### src/rtl/booth_mul_seq_pkg.sv
`default_nettype none
// ============================================================================
// Module      : mul_pkg
// Description : Shared types and constants for the sequential radix-4 Booth
//               multiplier: FSM state encoding, Booth digit encodings, and a
//               helper that derives the iteration count from the operand width.
// Revision    : 1.0 - initial release
// ============================================================================
package mul_pkg;

    typedef enum logic [1:0] {
        IDLE = 2'd0,
        RUN  = 2'd1,
        DONE = 2'd2
    } state_t;

    // Digit encoding packed as {neg, two, zero}.
    localparam logic [2:0] ZERO = 3'b001;
    localparam logic [2:0] POS1 = 3'b000;
    localparam logic [2:0] POS2 = 3'b010;
    localparam logic [2:0] NEG1 = 3'b100;
    localparam logic [2:0] NEG2 = 3'b110;

    // Operands are extended by two bits, so WIDTH+2 multiplier bits are
    // consumed two at a time: WIDTH/2 + 1 iterations.
    function automatic int calc_iter(input int width);
        return width / 2 + 1;
    endfunction

endpackage
`default_nettype wire

### src/rtl/booth_mul_seq_if.sv
`default_nettype none
// ============================================================================
// Module      : booth_mul_seq_if
// Description : Request/result bundle of the Booth multiplier.
//               master : drives start, is_signed, a, b; receives busy, done,
//                        hi, lo (and early when BOOTH_EARLY_EXIT_EN is defined)
//               slave  : the multiplier side of the same signals
// Macro       : BOOTH_EARLY_EXIT_EN adds the 'early' result flag.
// Revision    : 1.0 - initial release
// ============================================================================
interface booth_mul_seq_if #(
    parameter int WIDTH = 32
);
    logic             start;
    logic             is_signed;
    logic [WIDTH-1:0] a;
    logic [WIDTH-1:0] b;
    logic             busy;
    logic             done;
    logic [WIDTH-1:0] hi;
    logic [WIDTH-1:0] lo;
`ifdef BOOTH_EARLY_EXIT_EN
    logic             early;

    modport master (output start, is_signed, a, b,
                    input  busy, done, hi, lo, early);
    modport slave  (input  start, is_signed, a, b,
                    output busy, done, hi, lo, early);
`else
    modport master (output start, is_signed, a, b,
                    input  busy, done, hi, lo);
    modport slave  (input  start, is_signed, a, b,
                    output busy, done, hi, lo);
`endif
endinterface
`default_nettype wire

### src/rtl/booth_mul_seq_digit_enc.sv
`default_nettype none
// ============================================================================
// Module      : booth_digit_enc
// Description : Combinational radix-4 Booth recoder. Maps a 3-bit multiplier
//               window {b[2k+1], b[2k], b[2k-1]} to partial-product selects.
//               window : 3-bit multiplier window
//               neg    : negate the selected multiple
//               two    : select 2M instead of M
//               zero   : digit is 0, partial product suppressed
// Revision    : 1.0 - initial release
// ============================================================================
module booth_digit_enc
    import mul_pkg::*;
(
    input  logic [2:0] window,
    output logic       neg,
    output logic       two,
    output logic       zero
);

    logic [2:0] digit;

    always_comb begin
        digit = ZERO;
        case (window)
            3'b000:  digit = ZERO;
            3'b001:  digit = POS1;
            3'b010:  digit = POS1;
            3'b011:  digit = POS2;
            3'b100:  digit = NEG2;
            3'b101:  digit = NEG1;
            3'b110:  digit = NEG1;
            3'b111:  digit = ZERO;
            default: digit = ZERO;
        endcase
    end

    assign {neg, two, zero} = digit;

endmodule
`default_nettype wire

### src/rtl/booth_mul_seq.sv
`default_nettype none
// ============================================================================
// Module      : booth_mul_seq
// Description : Sequential radix-4 Booth multiplier, one digit per cycle.
//               Produces the full 2*WIDTH-bit signed or unsigned product.
//               clk   : rising-edge clock
//               rst_n : asynchronous active-low reset
//               bus   : booth_mul_seq_if.slave (start/is_signed/a/b in,
//                       busy/done/hi/lo[/early] out)
// Macro       : BOOTH_EARLY_EXIT_EN - finish as soon as the remaining Booth
//               digits are all zero, and flag it on 'early'.
// Revision    : 1.0 - initial release
// ============================================================================
module booth_mul_seq
    import mul_pkg::*;
#(
    parameter int WIDTH = 32
) (
    input  logic            clk,
    input  logic            rst_n,
    booth_mul_seq_if.slave  bus
);

    localparam int ITER  = calc_iter(WIDTH);
    localparam int XW    = WIDTH + 2;        // extended operand width
    localparam int ACC_W = 2 * WIDTH + 4;    // accumulator width
    localparam int CNT_W = $clog2(ITER);

    generate
        if ((WIDTH % 2) != 0 || WIDTH < 4) begin : g_width_check
            $error("booth_mul_seq: WIDTH must be even and at least 4");
        end
    endgenerate

    state_t             state;
    logic [CNT_W-1:0]   cnt;
    logic [ACC_W-1:0]   acc;
    logic [ACC_W-1:0]   mcand;   // M * 4^k, pre-shifted each iteration
    logic [XW:0]        mplr;    // {b', b'[-1]=0}, shifted right by 2 per iteration
    logic               busy;
    logic               done;
    logic [WIDTH-1:0]   hi;
    logic [WIDTH-1:0]   lo;

    logic               dig_neg;
    logic               dig_two;
    logic               dig_zero;
    logic [ACC_W-1:0]   sel_mult;
    logic [ACC_W-1:0]   addend;
    logic [ACC_W-1:0]   acc_next;
    logic               last_iter;
    logic [XW-1:0]      ext_a;
    logic [XW-1:0]      ext_b;

    booth_digit_enc u_enc (
        .window (mplr[2:0]),
        .neg    (dig_neg),
        .two    (dig_two),
        .zero   (dig_zero)
    );

    assign ext_a = {{2{bus.is_signed & bus.a[WIDTH-1]}}, bus.a};
    assign ext_b = {{2{bus.is_signed & bus.b[WIDTH-1]}}, bus.b};

    always_comb begin
        sel_mult = dig_two ? {mcand[ACC_W-2:0], 1'b0} : mcand;
        addend   = '0;
        if (!dig_zero) begin
            addend = dig_neg ? (~sel_mult + ACC_W'(1)) : sel_mult;
        end
        acc_next = acc + addend;
    end

`ifdef BOOTH_EARLY_EXIT_EN
    logic early;
    logic exit_ok;

    // When every unconsumed multiplier bit (including the current window's
    // low bit) equals the sign, all later windows decode to 000/111 = 0.
    assign exit_ok   = (&mplr) | ~(|mplr);
    assign last_iter = (cnt == CNT_W'(ITER - 1)) | exit_ok;
    assign bus.early = early;
`else
    assign last_iter = (cnt == CNT_W'(ITER - 1));
`endif

    always_ff @(posedge clk or negedge rst_n) begin
        if (!rst_n) begin
            state <= IDLE;
            cnt   <= '0;
            acc   <= '0;
            mcand <= '0;
            mplr  <= '0;
            busy  <= 1'b0;
            done  <= 1'b0;
            hi    <= '0;
            lo    <= '0;
`ifdef BOOTH_EARLY_EXIT_EN
            early <= 1'b0;
`endif
        end else begin
            done <= 1'b0;
`ifdef BOOTH_EARLY_EXIT_EN
            early <= 1'b0;
`endif
            case (state)
                // DONE accepts a new request exactly like IDLE, which gives
                // back-to-back operation without a bubble.
                IDLE, DONE: begin
                    busy  <= 1'b0;
                    state <= IDLE;
                    if (bus.start) begin
                        state <= RUN;
                        busy  <= 1'b1;
                        cnt   <= '0;
                        acc   <= '0;
                        mcand <= {{(ACC_W - XW){ext_a[XW-1]}}, ext_a};
                        mplr  <= {ext_b, 1'b0};
                    end
                end
                RUN: begin
                    acc   <= acc_next;
                    mcand <= {mcand[ACC_W-3:0], 2'b00};
                    mplr  <= {{2{mplr[XW]}}, mplr[XW:2]};
                    cnt   <= cnt + CNT_W'(1);
                    if (last_iter) begin
                        state <= DONE;
                        busy  <= 1'b0;
                        done  <= 1'b1;
                        hi    <= acc_next[2*WIDTH-1:WIDTH];
                        lo    <= acc_next[WIDTH-1:0];
`ifdef BOOTH_EARLY_EXIT_EN
                        early <= (cnt != CNT_W'(ITER - 1));
`endif
                    end
                end
                default: state <= IDLE;
            endcase
        end
    end

    assign bus.busy = busy;
    assign bus.done = done;
    assign bus.hi   = hi;
    assign bus.lo   = lo;

endmodule
`default_nettype wire

### src/flat_wrapper.sv
// flat-port wrapper written by rule: the top's interface ports become plain ports
module booth_mul_seq_flat import mul_pkg::*;
#(
    parameter int WIDTH = 32
)
  (clk, rst_n, bus_start, bus_is_signed, bus_a, bus_b, bus_busy, bus_done, bus_hi, bus_lo);
  booth_mul_seq_if #(.WIDTH(WIDTH)) bus_i ();
  input  logic clk;
  input  logic rst_n;
  input wire logic [$bits(bus_i.start)-1:0] bus_start;
  input wire logic [$bits(bus_i.is_signed)-1:0] bus_is_signed;
  input wire logic [$bits(bus_i.a)-1:0] bus_a;
  input wire logic [$bits(bus_i.b)-1:0] bus_b;
  output wire logic [$bits(bus_i.busy)-1:0] bus_busy;
  output wire logic [$bits(bus_i.done)-1:0] bus_done;
  output wire logic [$bits(bus_i.hi)-1:0] bus_hi;
  output wire logic [$bits(bus_i.lo)-1:0] bus_lo;
  assign bus_i.start = bus_start;
  assign bus_i.is_signed = bus_is_signed;
  assign bus_i.a = bus_a;
  assign bus_i.b = bus_b;
  assign bus_busy = bus_i.busy;
  assign bus_done = bus_i.done;
  assign bus_hi = bus_i.hi;
  assign bus_lo = bus_i.lo;
  booth_mul_seq #(.WIDTH(WIDTH)) u_core (.clk(clk), .rst_n(rst_n), .bus(bus_i));
endmodule
### config.mk
export PLATFORM = sky130hd
export DESIGN_NAME = booth_mul_seq_flat
export DESIGN_NICKNAME = d
export VERILOG_FILES = /design/src/rtl/booth_mul_seq_pkg.sv /design/src/rtl/booth_mul_seq_if.sv /design/src/rtl/booth_mul_seq_digit_enc.sv /design/src/rtl/booth_mul_seq.sv /design/src/flat_wrapper.sv
export SDC_FILE = /design/constraint.sdc
export NUM_CORES = 1
export LEC_CHECK = 0
export CORE_ASPECT_RATIO = 2
export CORE_MARGIN = 2
export CORE_UTILIZATION = 45
export DETAILED_ROUTE_END_ITERATION = 12
export PLACE_DENSITY = 0.76
export SETUP_SLACK_MARGIN = 0.4
export SLEW_MARGIN = 10
export SYNTH_ARGS = -nofsm -noshare
export SYNTH_HDL_FRONTEND = slang
export SYNTH_SLANG_ARGS = --single-unit
### constraint.sdc
create_clock -name clk -period 8.3 [get_ports clk]
set_input_delay 1.245 -clock clk [delete_from_list [all_inputs] [get_ports clk]]
set_output_delay 1.245 -clock clk [all_outputs]
set_load 0.005 [all_outputs]
Yosys cells after proc, flatten, opt, wreduce, memory -nomap -nowiden
Memories as Yosys holds them, arrays and structs flattened. Index checks and enable logic that the tools add are counted.

$add $sub $neg: 3. Multipliers: 0. Divide/modulo/power cells: 0. Magnitude comparators: 0. Equal/unequal tests: 5. Shifts and indexed selects: 0. Mux-type cells: 19. Bitwise logic cells: 4. Reductions and logical operators: 7.

Operator list (count): 68-bit two-way mux (5); 68-bit one-hot mux with 2 select lines (2); 35-bit one-hot mux with 2 select lines (1); 68-bit by 1-bit adder with 68-bit output, second input constant (1); 68-bit adder (1); 68-bit inverter (1); 35-bit two-way mux (1); 5-bit one-hot mux with 2 select lines (1); 2-bit AND reduction (3); 5-bit by 1-bit adder with 5-bit output, second input constant (1); 5-bit equality test, second input constant (1); 1-bit two-way mux (5); 5-bit two-way mux (1); 2-bit one-hot mux with 2 select lines (1); 3-bit AND reduction (1); 1-bit AND (2); 2-bit by 1-bit equality test with 1-bit output, second input constant (1); 2-bit equality test, second input constant (1); 2-bit logical NOT (1); 2-bit two-way mux (1); 2-bit by 1-bit != test with 1-bit output, second input constant (1); 2-bit != test, second input constant (1); 1-bit one-hot mux with 2 select lines (1); 2-bit nonzero test (1); 2 further kinds (2).

Flip-flop bits (word level): 244. Bits in latches: 0. Memory bits (writable): 0. Bits in read-only memories: 24. Input port bits: 68. Output and inout bits: 66. Logic and storage cells: 49. Memories: 1.

Memory list: (no name shown) (depth 8, width 3, rd ports 1, clocked after Yosys merged registers in 0, wr ports 0, RTL line booth_mul_seq_digit_enc.sv:25) `case (window)`.

Logic depth before layout (Yosys ltp)
Gate-level depths: netlist of run 1. An unclocked memory read counts as a cell.

Depth in word-level cells: 8. Mapped depth: 30. Mapped depth without buffers: 22.

Modules after synthesis
From an unflattened synthesis of run 1, not the netlist that was laid out.

Cell total of the unflattened synthesis: 1972. Area, all modules: 16149.2 um^2.

Modules (own cells, without submodules): booth_mul_seq (instances 1, cells each 1965, area an instance 16111.7 um^2); booth_digit_enc (instances 1, cells each 7, area an instance 37.5 um^2).

Least setup slack after synthesis of run 1
No wires, ideal clock.

Path type: reg-to-reg. Start: register u_core.mplr[1]. End: register u_core.acc[61]. Library setup time: 0.069 ns. Arrival time: 7.225 ns. Data required time: 8.231 ns. Setup slack: 1.006 ns. Stages on the path, launching flop included: 30. Path buffers: 7. Cell sequence: dfrtp_1 or3b_4 nand2_1 clkbuf_1 clkbuf_1 buf_1 clkbuf_1 nor2_1 a21oi_1 ha_1 o2111ai_2 or4_4 or4_1 buf_2 nor3_1 nor2_1 xnor2_1 o221ai_1 ha_1 clkbuf_1 nand2_1 nor4_1 o311ai_0 nand3_1 a221o_1 a41oi_1 o211a_1 clkbuf_1 or4_1 nand3_1.

Word-level cells in the longest chain between the ends: 8.

RTL lines: start, declared (RTL line booth_mul_seq.sv:39) `logic [XW:0] mplr;`; start signal, assigned (RTL line booth_mul_seq.sv:118) `mplr <= {ext_b, 1'b0};`; start signal, assigned (RTL line booth_mul_seq.sv:124) `mplr <= {{2{mplr[XW]}}, mplr[XW:2]};`; memory 8 x 3 bit (*); 68-bit two-way mux (RTL line booth_mul_seq.sv:66) `sel_mult = dig_two ? {mcand[ACC_W-2:0], 1'b0} : mcand;`; 68-bit inverter (RTL line booth_mul_seq.sv:69) `addend = dig_neg ? (~sel_mult + ACC_W'(1)) : sel_mult;`; 68-bit by 1-bit adder with 68-bit output (RTL line booth_mul_seq.sv:69); 68-bit two-way mux (RTL line booth_mul_seq.sv:69); 68-bit two-way mux (*) (RTL line booth_mul_seq.sv:68) `if (!dig_zero) begin`; 68-bit adder (*) (RTL line booth_mul_seq.sv:71) `acc_next = acc + addend;`; 68-bit one-hot mux with 2 select lines (*) (RTL line booth_mul_seq.sv:106) `case (state)`; end signal, assigned (RTL line booth_mul_seq.sv:122) `acc <= acc_next;`; end, declared (RTL line booth_mul_seq.sv:37) `logic [ACC_W-1:0] acc;`.

Every way passes the cells marked *; elsewhere a longest branch is shown, timed or not. A chain may end at the register's enable or synchronous reset.

Final worst setup path of run 1
Start: register u_core.mplr[2]. End: register u_core.hi[21] (netlist: u_core.bus.hi[21]).

Word-level cells in the longest chain between the ends: 7.

RTL lines: memory 8 x 3 bit (*); 68-bit two-way mux (RTL line booth_mul_seq.sv:66); 68-bit inverter (RTL line booth_mul_seq.sv:69); 68-bit by 1-bit adder with 68-bit output (RTL line booth_mul_seq.sv:69); 68-bit two-way mux (RTL line booth_mul_seq.sv:69); 68-bit two-way mux (*) (RTL line booth_mul_seq.sv:68); 68-bit adder (*) (RTL line booth_mul_seq.sv:71); end signal, assigned (RTL line booth_mul_seq.sv:130) `hi <= acc_next[2*WIDTH-1:WIDTH];`; end, declared (RTL line booth_mul_seq.sv:42) `logic [WIDTH-1:0] hi;`.

Marks and branches as above.

==> metrics.txt, run 1 <==
worst-path fanout max 28; number of buffers inserted during clock tree synthesis 25; fin cells around 2,600; height of the die approximately 280 um; Ys Warns 0; Top Ports roughly 130; HPWL after DPL around 41 mm; worst-case headroom to the max-slew limit a little under a quarter; largest cells by area after synthesis sky130_fd_sc_hd__dfrtp_1 34%, sky130_fd_sc_hd__nand2_1 7.6%, sky130_fd_sc_hd__ha_1 4.8%, sky130_fd_sc_hd__o21ai_0 3.9%, sky130_fd_sc_hd__a21oi_1 3.4%; count of state elements after synthesis about 240; layout cell share with drive strength beyond 1 under 10%; post-route DRC violation count 0; initial antenna violation count 0; Routability Congestion approximately 1.0; vias in the first global route about 16,000; count of input and output buffers around 130; commonest register cell after synthesis sky130_fd_sc_hd__dfrtp_1; routed via count divided by cell count around 6.4; clock root cell sky130_fd_sc_hd__clkbuf_16; Clock Tree Buf Depth 3; count of final setup violators 0; Post-synth EDFFs 0; effective utilization at floorplan 45.66%; RSZ-0062 raised after global routing false; global-route usage over all layers about 29%; TritonCTS clock tree yes; count of nets left with antenna violations after detail routing 0; drt total wl between 50 and 60 mm; number of rows created at floorplan roughly 100; startpoint kind of the worst setup timing path flip-flop; Gate Count Post-Synth roughly 2,100; shortest clock period the worst path allows after layout 7.106 ns; required time of the worst setup path 8.74 ns; sum of negative setup slack 0 ns; diode count 0; maximum number of pins on one net before global-route repair 141; setup fix buffers added after clock tree synthesis 0; transition time at the pin with the least slew margin roughly 1.1 ns; peak clock frequency supported by timing roughly 140 MHz; number of library cell types mapped by synthesis between 70 and 80; drt pass-1 iters 6; average wire per cell in the routed design ~22 um; Area growth, synth to finish 13.10%; largest clock skew in the final design between 0.02 and 0.03 ns; Synth area leader sky130_fd_sc_hd__dfrtp_1; nets about 2,300; Hold Crit Class flip-flop to flip-flop; WHS ~0.48 ns; level count of the clock H-tree 1; Post-Synthesis Cell Area 0.01731 mm2; Vias 16,600; CP Capture Type flip-flop; global-route wire length before repair between 90 and 100 mm; post-synth net total between 2,000 and 2,500; placed cells 2,555; register clock-pin slew on the reported worst setup and hold paths ~0.070 ns; max-cap viol count 0; final clock period utilization by the worst path roughly 86%; share of synthesized flip-flops with an asynchronous set or reset 100.0%; portion of synthesized cell area occupied by the leading cell type around 34%; share of the yosys chip area belonging to registers 34.11%; die area ~0.040 mm2; total count of hold-check failures in the final report 0; detailed router's first-iteration violation count around 1,600; Final Max Slew Viols 0; number of buffers inserted by hold repair at cts 0; Arr. time, crit path roughly 7.5 ns; post-CTS sizing 0; horizontal extent of the die 142.7 um; leftover overflow at the end of global routing 0; status complete, no violations; post-synthesis average cell area 8.170 um2; Clock Sinks roughly 240; Clk Latency, worst-skew pair between 0.5 and 0.6 ns; Crit Path Category flip-flop to flip-flop; final cell utilization of the core 51.64%; Std-Cell Core Area ~0.038 mm2
kinds of logic after synthesis:
| group | count (synthesis) | synth area share, % |
|---|---|---|
| multiplexers | 50 | 3.079 |
| flip-flops | 236 | 34.11 |
| XOR/XNOR | 98 | 4.958 |
| buffers and inverters | 226 | 5.110 |
| AO/OA/AOI/OAI | 656 | 26.27 |
| adder cells (fa/ha/maj) | 67 | 4.886 |
| AND/OR/NAND/NOR | 786 | 21.58 |
sequential cells by signal, summed over array words and instances (netlist names):
name,flops
u_core.mplr,35
u_core.mcand,64
u_core.bus.lo,32
u_core.cnt,5
u_core.bus.busy,1
u_core.acc,64
u_core.state,2
u_core.bus.done,1
u_core.bus.hi,32
metal layers:
metal,global-route usage [%],share of wire (%),up-vias
li1,-,-,7744
met3,3.516,4.8,178
met1,34.73,39,8066
met2,49.57,50,607
met4,15.23,5.9,0
met5,0,0,-
placed cells by master (no fill, tap or decap), drive strengths merged, types with 26 or more instances in the layout:
| cell type | instances |
|---|---|
| nand2 | 352 |
| dfrtp | 236 |
| o21ai | 135 |
| clkdlybuf4s50 | 132 |
| a21oi | 116 |
| nor2 | 108 |
| a22oi | 67 |
| ha | 66 |
| nor3 | 65 |
| nand3 | 56 |
| xnor2 | 52 |
| a22o | 51 |
| xor2 | 46 |
| a21o | 41 |
| inv | 40 |
| a221o | 39 |
| nand4 | 35 |
| clkbuf | 35 |
| nor2b | 32 |
| a31oi | 29 |
| buf | 28 |
| or3 | 27 |
| mux2 | 26 |
area by class of cell:
cell class,count,area [um2]
Multi-Input combinational cell,1657,10560
Clock inverter,10,121.4
Clock buffer,35,713.2
Timing Repair Buffer,160,1551
Sequential cell,236,5907
Fill cell,3523,18330
Inverter,39,146.4
Tap cell,463,579.3
path summary, 6_finish.rpt:
path / from / to / slack [ns] / depth (start not counted)
worst min-delay path: u_core.bus.lo[21]$_DFFE_PN0P_ / u_core.bus.lo[21]$_DFFE_PN0P_ / 0.48 / 2
worst max register to register: u_core.mplr[2]$_DFFE_PN0P_ / u_core.bus.hi[21]$_DFFE_PN0P_ / 1.19 / 21
worst min register to register: u_core.bus.lo[21]$_DFFE_PN0P_ / u_core.bus.lo[21]$_DFFE_PN0P_ / 0.48 / 2
worst max-delay path: u_core.mplr[2]$_DFFE_PN0P_ / u_core.bus.hi[21]$_DFFE_PN0P_ / 1.19 / 21
min in group asynchronous: rst_n / u_core.mplr[9]$_DFFE_PN0P_ / 0.75 / 1
max in group asynchronous: rst_n / u_core.bus.hi[28]$_DFFE_PN0P_ / 6.12 / 2
per-stage QoR:
| step | cell area (um2) | worst slack [ns] |
|---|---|---|
| 6_report | 19580 | 1.194 |
| 5_1_grt | 19580 | 0.8341 |
| 4_1_cts | 19580 | 1.205 |
| 3_5_place_dp | 18740 | 1.247 |
| 3_3_place_gp | 18740 | 1.356 |
| 2_1_floorplan | 17310 | 1.006 |
worst max-delay path: stages (launching register included):
cell and delay [ns]:
sky130_fd_sc_hd__dfrtp_2 0.68, sky130_fd_sc_hd__or3b_4 0.45, sky130_fd_sc_hd__nand2_2 0.20, sky130_fd_sc_hd__nor2_1 0.07
sky130_fd_sc_hd__a21oi_1 0.16, sky130_fd_sc_hd__ha_1 0.23, sky130_fd_sc_hd__o2111ai_2 0.19, sky130_fd_sc_hd__or4_4 0.63
sky130_fd_sc_hd__or4_1 0.69, sky130_fd_sc_hd__o21ai_0 0.26, sky130_fd_sc_hd__xor2_1 0.17, sky130_fd_sc_hd__o221ai_1 0.14
sky130_fd_sc_hd__ha_1 0.41, sky130_fd_sc_hd__a21oi_1 0.20, sky130_fd_sc_hd__o21ai_0 0.20, sky130_fd_sc_hd__o311ai_0 0.54
sky130_fd_sc_hd__nand3_1 0.21, sky130_fd_sc_hd__a221o_1 0.36, sky130_fd_sc_hd__a41oi_1 0.41, sky130_fd_sc_hd__o211a_1 0.40
sky130_fd_sc_hd__xnor2_1 0.13, sky130_fd_sc_hd__mux2_2 0.27
synthesized netlist by cell type, types with 27 or more instances:
cell                       number
sky130_fd_sc_hd__nand2_1      352
sky130_fd_sc_hd__dfrtp_1      236
sky130_fd_sc_hd__clkbuf_1     154
sky130_fd_sc_hd__o21ai_0      134
sky130_fd_sc_hd__a21oi_1      116
sky130_fd_sc_hd__nor2_1       107
sky130_fd_sc_hd__a22oi_1       67
sky130_fd_sc_hd__ha_1          66
sky130_fd_sc_hd__nor3_1        65
sky130_fd_sc_hd__nand3_1       55
sky130_fd_sc_hd__xnor2_1       52
sky130_fd_sc_hd__a22o_1        51
sky130_fd_sc_hd__xor2_1        46
sky130_fd_sc_hd__a21o_1        41
sky130_fd_sc_hd__a221o_1       39
sky130_fd_sc_hd__inv_1         36
sky130_fd_sc_hd__nand4_1       34
sky130_fd_sc_hd__nor2b_1       32
sky130_fd_sc_hd__a31oi_1       29
sky130_fd_sc_hd__or3_1         27
Power of run 1 is not shown: default switching activity piles up to over one toggle a cycle in this logic, so the estimate is an artifact.
==> run 2: changes to the inputs <==
Settings changed: CTS_CLUSTER_DIAMETER from default to 150.
==> results of run 2 <==
Same layout as run 1: the final DEF is identical, and so are final timing and power.
Power of run 2 is left out for the same reason.
==> edit: new RTL, settings of run 1 <==
`WIDTH` is set to 32 in 3 places; all go to 16.
--- a/src/rtl/booth_mul_seq_if.sv
+++ b/src/rtl/booth_mul_seq_if.sv
@@ -9,7 +9,7 @@
 // Revision    : 1.0 - initial release
 // ============================================================================
 interface booth_mul_seq_if #(
-    parameter int WIDTH = 32
+    parameter int WIDTH = 16
 );
     logic             start;
     logic             is_signed;
--- a/src/rtl/booth_mul_seq.sv
+++ b/src/rtl/booth_mul_seq.sv
@@ -14,7 +14,7 @@
 module booth_mul_seq
     import mul_pkg::*;
 #(
-    parameter int WIDTH = 32
+    parameter int WIDTH = 16
 ) (
     input  logic            clk,
     input  logic            rst_n,
--- a/src/flat_wrapper.sv
+++ b/src/flat_wrapper.sv
@@ -1,7 +1,7 @@
 // flat-port wrapper written by rule: the top's interface ports become plain ports
 module booth_mul_seq_flat import mul_pkg::*;
 #(
-    parameter int WIDTH = 32
+    parameter int WIDTH = 16
 )
   (clk, rst_n, bus_start, bus_is_signed, bus_a, bus_b, bus_busy, bus_done, bus_hi, bus_lo);
   booth_mul_seq_if #(.WIDTH(WIDTH)) bus_i ();
Interface: changed (resized bus_a, bus_b, bus_hi and bus_lo); port bits go from 134 to 70. The function was not compared with the original's and may differ.
==> edit against run 1 <==
  * Cell area down 52%
  * Sequential cell count down 113
  * Sequential share of layout area is 2.5 points higher
  * Wire length is 59% lower
  * Core utilization grew 1.7 points
  * Area after synthesis decreased by 53%
  * Synthesized cell count decreased by 56%
  * Worst setup slack gained 0.84 ns
  * Critical endpoint is now u_core.bus.hi[13]
  * Largest cell class unchanged
Power is not shown: default switching activity piles up to over one toggle a cycle in this logic, so the estimate is an artifact.
==> edit: results (changes against run 1) <==
Cells and area
  • Biggest regs: u_core.acc: 32 flops, u_core.mcand: 32 flops, u_core.mplr: 19 flops
  • Fill count: 1,655 (-53%)
  • Share of post-route cells with drive strength above 1: 7.645% (+1.5 points)
  • Nets: 1,027 (-54%)
  • Antenna Cells: 0 (unchanged)

Timing
  • Clock skew: 0.009623 ns (-0.01694 ns)
  • Least-Margin Pin Slew: 0.9440 ns (-0.2016 ns)

Detailed routing
  • 1st-pass router iterations: 6 (unchanged)
  • Initial drt markers: 418 (-74%)
  • Vias post-DR: 7,288 (-56%)
  • Wire per inst: 20.16 µm (-9.3%)
  • Total Wirelength: 23,810 µm (-59%)

Yosys
  • Most frequent cells after synthesis: nand2_1, dfrtp_1, clkbuf_1
  • Distinct cells, synth: 70 (-11%)
  • Largest cells by area after synthesis: dfrtp_1, nand2_1, ha_1, a22o_1, xnor2_1
  • Seq/Total Area, Yosys: 37.91% (+3.8 points)
  • Asr flop ratio synth: 100.0% (unchanged)
  • Mapped Cells: 928 (-56%)
  • Ys flop type: dfrtp_1
  • Synth warn: 0 (unchanged)

Clocking
  • Post-CTS Setup Inserts: 0 (unchanged)
  • Skew-Pair Late Insertion Delay: 0.42 ns (-0.15 ns)
  • Longest Clk Path Bufs: 2 (-1)
  • Root buffer cell: clkbuf_16
  • TritonCTS buffer count: 17 (-32%)
  • H-Tree Level Count: 4 (+3)
  • Count of cells resized by post-cts repair: 0 (unchanged)
  • Worst-path clk slew: 0.06 ns

Worst setup path
  • Worst-path maximum fanout: 29 (+3.6%)
  • Arr. time, crit path: 6.57 ns (-0.97 ns)

Global route
  • Global-route wire length before repair: 38,710 µm (-58%)
  • Initial antenna violation count: 0 (unchanged)
  • Largest net degree at the start of global routing: 83 (-41%)
  • Vias in the first global route: 7,381 (-55%)
  • GRT Resource Usage Total: 25.22% (-3.5 points)

Placement
  • Port bufs: 69 (-48%)
  • Detail Placement HPWL: 16,950 µm (-59%)
  • Setup WS pre-CTS: 2.155 ns (+0.9074 ns)
  • Placed cells: 1,150 (-55%)
  • Final GP Congestion: 0.9697 (-2.8%)

Worst hold path
  • Worst min path class: register to register

Outcome
  • Outcome: finished, final reports clean
-- edit: cell types whose count changed after synthesis, moves of 27 or more --
cell,run 1,this run
a21oi_1,116,48
a22oi_1,67,35
clkbuf_1,154,50
dfrtp_1,236,123
ha_1,66,34
nand2_1,352,178
nand3_1,55,13
nand4_1,34,6
nor2_1,107,40
nor3_1,65,25
o21ai_0,134,43
xor2_1,46,19
-- edit: stage by stage --
step | area (µm²) | hold slack, ns
after CTS | 9434 | 0.4787
final | 9434 | 0.4744
after global routing | 9434 | 0.4993
after floorplan | 8119 | 0.4463
after detailed placement | 8901 | 0.4611
after global placement | 8901 | 0.4586
-- edit: cell families after synthesis --
family          after synthesis  synth area share (%)
compound gates              284                 24.92
xor+xnor                     52                 5.610
fa+ha+maj                    35                 5.486
buf+inv                      88                 4.192
flops                       123                 37.91
mux                          28                 3.699
simple gates                318                 18.18
-- edit: critical path: stages, from the launching register on --
cell and delay (ns):
dfrtp_1 0.91, and3b_1 0.78, nor2_1 0.15, nand2_1 0.13
ha_1 0.21, inv_1 0.05, a211o_1 0.31, nor3_4 0.32
nand3_1 0.17, o21ai_0 0.32, o21ai_0 0.18, a21o_1 0.21
ha_1 0.39, nand2_1 0.10, nor2_1 0.22, nand2_1 0.10
o21ai_0 0.36, a2111oi_0 0.14, o31ai_1 0.44, a31oi_1 0.19
xnor2_1 0.18, mux2_2 0.27
-- edit: final cells by class --
class | instances | area (µm²) | area share (%)
Sequential cell | 123 | 3078 | 32.63
Inverter | 16 | 60.06 | 0.6366
Clock buffer | 18 | 429.2 | 4.549
Tap cell | 213 | 266.5 | 2.825
Clock inverter | 13 | 103.9 | 1.101
Timing Repair Buffer | 81 | 778.2 | 8.249
Multi-Input combinational cell | 717 | 4718 | 50.01
-- edit: final timing paths --
check / start / end / slack (ns) / cells past startpoint
max: u_core.mplr[1] / u_core.bus.hi[13] / 2.03 / 21
min: u_core.mplr[14] / u_core.mplr[14] / 0.47 / 2
max in group asynchronous: rst_n / u_core.mcand[18] / 6.10 / 2
max reg2reg: u_core.mplr[1] / u_core.bus.hi[13] / 2.03 / 21
min in group asynchronous: rst_n / u_core.bus.lo[8] / 0.92 / 1
min reg2reg: u_core.mplr[14] / u_core.mplr[14] / 0.47 / 2
-- edit: metal layers --
layer	wire length, µm	vias up	share of wire (%)	global-route usage (%)
met5	0	-	0	0
met4	1327	0	5.6	14.71
met3	837	83	3.5	3.569
met2	12770	257	54	45.02
met1	8875	3511	37	27.82
li1	-	3437	-	-
